### src/rtl/sram_arbiter.sv
// sram_arbiter: two-port valid/ready arbiter and sequencer in front of a
// single-port SRAM with a 1-cycle registered read.
// Port 0 = CPU load/store unit, port 1 = DMA/loader.
// One request is accepted per cycle. The SRAM command is registered (cycle t+1).
// Read data returns on the requesting port at cycle t+2, in issue order.
// Optional feature: define SRAM_ARB_PERF_EN to add the p0_grant_cnt and
// p1_grant_cnt outputs. Each is a saturating 16-bit handshake counter.
module sram_arbiter #(
    parameter int N         = 8,
    parameter int MAX_BURST = 4
) (
    input  logic         clk,
    input  logic         rst,
    input  logic         p0_valid,
    input  logic         p0_write,
    input  logic [N-1:0] p0_addr,
    input  logic [N-1:0] p0_wdata,
    output logic         p0_ready,
    output logic         p0_rsp_valid,
    output logic [N-1:0] p0_rsp_data,
    input  logic         p1_valid,
    input  logic         p1_write,
    input  logic [N-1:0] p1_addr,
    input  logic [N-1:0] p1_wdata,
    output logic         p1_ready,
    output logic         p1_rsp_valid,
    output logic [N-1:0] p1_rsp_data,
    output logic         SRAM_readEnable,
    output logic         SRAM_writeEnable,
    output logic [N-1:0] SRAM_address,
    output logic [N-1:0] SRAM_data_in,
    input  logic [N-1:0] SRAM_data
`ifdef SRAM_ARB_PERF_EN
    ,
    output logic [15:0]  p0_grant_cnt,
    output logic [15:0]  p1_grant_cnt
`endif
);
    localparam int BW = $clog2(MAX_BURST + 1);
    localparam logic [BW-1:0] BURST_MAX = BW'(MAX_BURST);
    localparam logic [BW-1:0] BURST_ONE = BW'(1);

    typedef enum logic {OWN0 = 1'b0, OWN1 = 1'b1} owner_t;

    typedef struct packed {
        logic         write;
        logic [N-1:0] addr;
        logic [N-1:0] wdata;
    } req_t;

    owner_t        state_q, state_d;
    logic [BW-1:0] burst_cnt_q, burst_cnt_d;
    logic          gnt0, gnt1;
    req_t          sel_req;

    logic          ren_q, ren_d;
    logic          wen_q, wen_d;
    logic [N-1:0]  addr_q, addr_d;
    logic [N-1:0]  wdata_q, wdata_d;
    logic          cmd_tag_q, cmd_tag_d;   // port that issued the command now on the SRAM
    logic          rsp_vld_q, rsp_vld_d;   // read data is on SRAM_data this cycle
    logic          rsp_tag_q, rsp_tag_d;   // port that read data belongs to

    // Arbitration: pick at most one port and track the owner and its burst length
    always_comb begin
        state_d     = state_q;
        burst_cnt_d = burst_cnt_q;
        gnt0        = 1'b0;
        gnt1        = 1'b0;
        if (p0_valid && p1_valid) begin
            if (burst_cnt_q < BURST_MAX) begin
                // Owner keeps the slot until its burst budget is used up
                gnt0        = (state_q == OWN0);
                gnt1        = (state_q == OWN1);
                burst_cnt_d = burst_cnt_q + BURST_ONE;
            end else begin
                gnt0        = (state_q == OWN1);
                gnt1        = (state_q == OWN0);
                state_d     = (state_q == OWN0) ? OWN1 : OWN0;
                burst_cnt_d = BURST_ONE;
            end
        end else if (p0_valid) begin
            gnt0 = 1'b1;
            if (state_q != OWN0) begin
                state_d     = OWN0;
                burst_cnt_d = BURST_ONE;
            end else if (burst_cnt_q < BURST_MAX) begin
                burst_cnt_d = burst_cnt_q + BURST_ONE;
            end
        end else if (p1_valid) begin
            gnt1 = 1'b1;
            if (state_q != OWN1) begin
                state_d     = OWN1;
                burst_cnt_d = BURST_ONE;
            end else if (burst_cnt_q < BURST_MAX) begin
                burst_cnt_d = burst_cnt_q + BURST_ONE;
            end
        end else begin
            burst_cnt_d = '0;
        end
        // Nothing is accepted while reset is asserted
        if (rst) begin
            gnt0 = 1'b0;
            gnt1 = 1'b0;
        end
    end

    // Command and response pipeline: latch the granted request and track read tags
    always_comb begin
        sel_req   = gnt1 ? {p1_write, p1_addr, p1_wdata} : {p0_write, p0_addr, p0_wdata};
        ren_d     = 1'b0;
        wen_d     = 1'b0;
        addr_d    = '0;
        wdata_d   = '0;
        cmd_tag_d = gnt1;
        if (gnt0 || gnt1) begin
            ren_d  = !sel_req.write;
            wen_d  = sel_req.write;
            addr_d = sel_req.addr;
            if (sel_req.write) wdata_d = sel_req.wdata;
        end
        rsp_vld_d = ren_q;
        rsp_tag_d = cmd_tag_q;
    end

    // State, command and response registers; reset drops everything in flight
    always_ff @(posedge clk) begin
        if (rst) begin
            state_q     <= OWN0;
            burst_cnt_q <= '0;
            ren_q       <= 1'b0;
            wen_q       <= 1'b0;
            addr_q      <= '0;
            wdata_q     <= '0;
            cmd_tag_q   <= 1'b0;
            rsp_vld_q   <= 1'b0;
            rsp_tag_q   <= 1'b0;
        end else begin
            state_q     <= state_d;
            burst_cnt_q <= burst_cnt_d;
            ren_q       <= ren_d;
            wen_q       <= wen_d;
            addr_q      <= addr_d;
            wdata_q     <= wdata_d;
            cmd_tag_q   <= cmd_tag_d;
            rsp_vld_q   <= rsp_vld_d;
            rsp_tag_q   <= rsp_tag_d;
        end
    end

    assign p0_ready         = gnt0;
    assign p1_ready         = gnt1;
    assign SRAM_readEnable  = ren_q;
    assign SRAM_writeEnable = wen_q;
    assign SRAM_address     = addr_q;
    assign SRAM_data_in     = wdata_q;
    assign p0_rsp_valid     = rsp_vld_q && !rsp_tag_q && !rst;
    assign p1_rsp_valid     = rsp_vld_q && rsp_tag_q && !rst;
    assign p0_rsp_data      = p0_rsp_valid ? SRAM_data : '0;
    assign p1_rsp_data      = p1_rsp_valid ? SRAM_data : '0;

`ifdef SRAM_ARB_PERF_EN
    logic [15:0] cnt0_q, cnt0_d, cnt1_q, cnt1_d;

    // Saturating per-port handshake counters
    always_comb begin
        cnt0_d = cnt0_q;
        cnt1_d = cnt1_q;
        if (gnt0 && cnt0_q != 16'hFFFF) cnt0_d = cnt0_q + 16'd1;
        if (gnt1 && cnt1_q != 16'hFFFF) cnt1_d = cnt1_q + 16'd1;
    end

    // Counter registers, cleared by reset
    always_ff @(posedge clk) begin
        if (rst) begin
            cnt0_q <= '0;
            cnt1_q <= '0;
        end else begin
            cnt0_q <= cnt0_d;
            cnt1_q <= cnt1_d;
        end
    end

    assign p0_grant_cnt = cnt0_q;
    assign p1_grant_cnt = cnt1_q;
`endif

endmodule

### config.mk
export PLATFORM = sky130hd
export DESIGN_NAME = sram_arbiter
export DESIGN_NICKNAME = d
export VERILOG_FILES = /design/src/rtl/sram_arbiter.sv
export SDC_FILE = /design/constraint.sdc
export NUM_CORES = 1
export LEC_CHECK = 0
export ABC_AREA = 1
export CAP_MARGIN = 20
export CORE_MARGIN = 5
export CORE_UTILIZATION = 60
export DETAILED_ROUTE_END_ITERATION = 8
export DONT_BUFFER_PORTS = 1
export HOLD_SLACK_MARGIN = 0.03
export PLACE_DENSITY = 0.76
export SLEW_MARGIN = 20
export SYNTH_ARGS = -nofsm -noshare
export SYNTH_HDL_FRONTEND = slang
export SYNTH_SLANG_ARGS = --single-unit
### constraint.sdc
create_clock -name clk -period 1.6 [get_ports clk]
set_clock_uncertainty 0.2 [all_clocks]
set_input_delay 0.16 -clock clk [delete_from_list [all_inputs] [get_ports clk]]
set_output_delay 0.16 -clock clk [all_outputs]
set_load 0.005 [all_outputs]
**After elaboration in Yosys (flattened, before gate mapping)**

Index checks and enable logic that the tools add are counted.

- Input bits: 46
- Output and inout bits: 38
- Register bits: 25
- Word-level logic and storage cells: 52

- Bitwise gates (word level): 3
- Equality and inequality tests: 1
- Add/subtract/negate cells: 1
- $lt $le $gt $ge: 1
- Reduce and logical (&&, ||, !) cells: 13
- Multiplexer cells: 24

Operators by type and width:

| cell | count |
|---|---|
| $mux 3 | 7 |
| $mux 17 | 1 |
| $mux 8 | 2 |
| $mux 1 | 14 |
| $logic_and 1x1->1 | 5 |
| $add 3x1->3 const B | 1 |
| $logic_not 1->1 | 3 |
| $lt 3x3->1 const B | 1 |
| $not 1->1 | 3 |
| $reduce_bool 3->1 | 1 |
| $reduce_or 3->1 | 1 |
| $ne 2x2->1 const B | 1 |
| $reduce_and 2->1 | 1 |
| $reduce_or 2->1 | 1 |
| $logic_or 1x1->1 | 1 |

**Depth between registers and ports, before layout**

- Word-level depth: 7
- Gate-level depth with buffers: 9
- Mapped depth without buffers: 8

**Worst setup path before layout**

OpenSTA, ideal clock, no wires.

- Path type: reg-to-reg
- From: reg state_q
- To: reg wdata_q[4] (netlist: SRAM_data_in[4])
- Setup time: 66 ps
- Data arrival time: 1096 ps
- Buffers on the path: 1
- Cell stages (with the launch flop): 10
- Data required time: 1334 ps
- Setup slack: 238 ps
- Period minus slack after synthesis: 1362 ps
- Cell sequence: dfxtp_1 -> inv_2 -> nand2_2 -> nand3_4 -> nand2_8 -> buf_8 -> nand2_2 -> nand2_1 -> inv_1 -> nor2_2

- Word-level cells in the longest chain between the ends: 7
- Elaborated cells on any way between the ends: 12
- Those cells by class: mux: 7; bitwise: 3; reduce/logical: 2

RTL lines:

| what | RTL line | RTL |
|---|---|---|
| start: declaration | 51 | `owner_t state_q, state_d;` |
| start signal: assignment | 139 | `state_q <= state_d;` |
| $not 1->1 | -- |  |
| $mux 1 | 71 | `if (burst_cnt_q < BURST_MAX) begin` |
| $mux 1 | 70 | `if (p0_valid && p1_valid) begin` |
| $mux 1 | 102 | `if (rst) begin` |
| $mux 17 or $logic_or 1x1->1 (tied branches) | 110, 116 |  |
| $not 1->1 (no line) | -- |  |
| $reduce_or 3->1 (no line) | -- |  |
| end signal: assignment | 144 | `wdata_q <= wdata_d;` |
| end: declaration | 59 | `logic [N-1:0] wdata_q, wdata_d;` |

Several ways; a longest one is shown, not always the timed one.
A chain may end at the register's enable or synchronous reset.

**Final worst setup path**

- From: reg state_q
- To: out p0_ready

- Word-level cells in the longest chain between the ends: 4

RTL lines:

| what | RTL line | RTL |
|---|---|---|
| $not 1->1 | -- |  |
| $mux 1 (*) | 71 |  |
| $mux 1 (*) | 70 |  |
| $mux 1 (*) | 102 |  |
| end: declaration | 18 | `output logic p0_ready,` |

Mark *: on every way between the ends. The rest lies on a longest branch, timed or not.

==> metrics.cfg <==
[worst_setup_path]
startpoint_type=flip-flop
cp.arrival_ns=1.26
cpMaxStageDelayCell=dfxtp_4
crit_chain=inv_2 > nand2_4 > and2_4 > o211ai_1 > inv_1
cp-end-kind=output port
worst-setup-path-type=reg2out
max_stage_delay_ns=0.39
worstPathRequired_ns=1.24
critPathMaxFanout=3

[timing]
relSlewSlack=0.7959
hold_viol_final=10
setup_tns_ns=-0.02198
min_period_ns=1.622
fin_crit_sh=1.014
rsz0062_at_grt=yes
timing.fmax_ghz=0.6165
finalMaxSlewViolations=0
whs_ns=-0.3219
finalSetupViolCount=1
worstMarginPinSlew_ns=0.3062
fin_ws_ns=-0.02198

[placed_design]
pre_cts_ws_ns=0.1274
port_buffers=0
place_congestion=0.7750
postPlaceCellArea_um2=1214
dpl.hpwl_um=2056

[logic_synthesis]
synthesis.area_um2=1210
synth_fp_nets=221
synth-seq-cells=25
synth.area.top_cells=dfxtp_1, nand2_1, nor2_1
yosysSeqAreaShare=0.4137
avgSynthCellArea_um2=6.994
synth_cell_types=22
yosys_warnings=0
synth_top_area_frac=0.4137
netlist_instances=173
yosysTopAreaCell=dfxtp_1

[worst_hold_path]
hp-class=in2reg

[global_route]
grt-ovfl-total=0
gr-usage-all-layers=0.3022
grt_pass1_vias=1288
antenna_found_initial=0
grt_start_max_net_pins=20
grt_pass1_wl_um=6154

[power]
power_density_nw_per_um2=716.0
ir_worst_vdd_mv=0.6085
leakagePower_nw=0.9014

[cts]
clkTransAtPathRegs_ns=0.14
clock_path_buffers=2
cts_buffers=3
h-tree-depth=1
clock-sinks=25
clk_latency_ns=0.33
root_buffer=clkbuf_4
cts_tree=yes

[run]
cap_violations=0

[layout]
layout.nets=274
syn_to_final_growth_pct=49.54
seq_area_um2=509.2
fin_util=0.9317
drive_gt1_frac=0.1778
fin_area_um2=1809
multi_input_area_um2=593.1
num-fill-cells=59

[drt]
initialDrtViolationCount=156
drtAntennaViolNets=0
wirelength_um=5404
routedWlPerCell_um=21.36
drc=0
drtPass1Iterations=7
dr_total_vias=1505
vias_per_cell=5.949

[die]
io_pins=84
die_h_um=54.91
fp.dieArea_um2=3015
num_rows=16
core_area_um2=1942
die_x_um=54.91
start_util=0.6231

[outcome]
status=finished with violations
violations=negative hold slack, negative setup slack

==> power breakdown <==
group,total (mW),internal [mW],switching [mW]
registers,0.686,0.659,0.0266
logic,0.315,0.143,0.172
clock network,0.295,0.0980,0.197
total,1.30,0.900,0.395
==> cells in the final DEF (no fill, tap or decap), types with 2 or more instances in the layout <==
master,synthesis,routed
dfxtp_1,25,22
clkbuf_4,0,3
nor2_1,34,26
ha_1,2,2
nand2_1,38,38
nand2_4,1,2
dlygate4sd3_1,0,41
a21oi_1,12,12
nor2_2,1,7
inv_4,0,2
nand3_1,10,10
inv_1,32,29
nor2_4,0,2
dfxtp_4,0,2
buf_4,0,8
inv_2,3,3
==> metrics by stage <==
stage	total power, mW	instances	hold WS [ns]
final	1.295	253	-0.3219
after global routing	1.338	252	-0.3316
after CTS	1.199	244	-0.3115
after detailed placement	0.8514	198	0.03506
after global placement	0.8440	198	0.03513
after floorplan	0.8322	173	0.09491
==> worst paths after layout <==
check                       startpoint                    endpoint  slack, ns  cells after the start
max reg2reg       state_q$_SDFFE_PP0P_  SRAM_data_in[2]$_SDFF_PP0_       0.04                      7
max               state_q$_SDFFE_PP0P_                    p0_ready      -0.02                      5
min                                rst        state_q$_SDFFE_PP0P_      -0.32                      1
min reg2reg  burst_cnt_q[1]$_SDFF_PP0_   burst_cnt_q[1]$_SDFF_PP0_       0.36                      2
==> critical path: cells and delay by family (launching register included) <==
family,cells,cell delay [ns]
flip-flops,1,0.39
AO/OA/AOI/OAI,1,0.16
AND/OR/NAND/NOR,2,0.22
buffers and inverters,2,0.16
==> logic make-up after synthesis <==
family / Yosys count / share of synthesized area
compound gates: 15 / 0.06619
fa+ha+maj: 2 / 0.02068
buf+inv: 38 / 0.1396
flops: 25 / 0.4137
simple gates: 93 / 0.3599
==> cell usage after synthesis, drive strengths merged <==
library cell  number
and2               1
inv               35
a21oi             12
buf                3
o211ai             1
nor3               2
nand3             12
ha                 2
o21ai              1
nand2             42
a22oi              1
nor2              36
dfxtp             25
==> area by class of cell <==
| class | count | share of cell area |
|---|---|---|
| multi-input cells | 110 | 0.3278 |
| flip-flops and latches | 25 | 0.2815 |
| repair buffers | 51 | 0.2780 |
| inverters | 35 | 0.07815 |
| well taps | 27 | 0.01867 |
| clock buffers | 4 | 0.01452 |
| diodes | 1 | 0.001383 |
==> per-layer routing <==
| metal | up-vias | part of all wire | GRT usage | routed length, um |
|---|---|---|---|---|
| met5 | - | 0 | 0 | 0 |
| met4 | 0 | 0.079 | 0.2024 | 427 |
| met3 | 61 | 0.13 | 0.07239 | 706 |
| met2 | 169 | 0.48 | 0.5413 | 2596 |
| met1 | 652 | 0.31 | 0.3078 | 1674 |
| li1 | 623 | - | - | - |
==> registers in the layout (all words and copies together) (netlist names) <==
| register | cells |
|---|---|
| SRAM_writeEnable | 1 |
| SRAM_data_in | 8 |
| rsp_vld_q | 1 |
| state_q | 1 |
| burst_cnt_q | 3 |
| SRAM_readEnable | 1 |
| SRAM_address | 8 |
| rsp_tag_q | 1 |
| cmd_tag_q | 1 |
==> what timing repair did <==
item	in CTS	in global routing
setup buffers	1	7
hold buffers	41	1
endpoints found under the setup margin	18	21
endpoints found under the hold margin	25	13
resized for setup	7	21
pin swaps	0	3
Power figures use the tool's default switching activity.
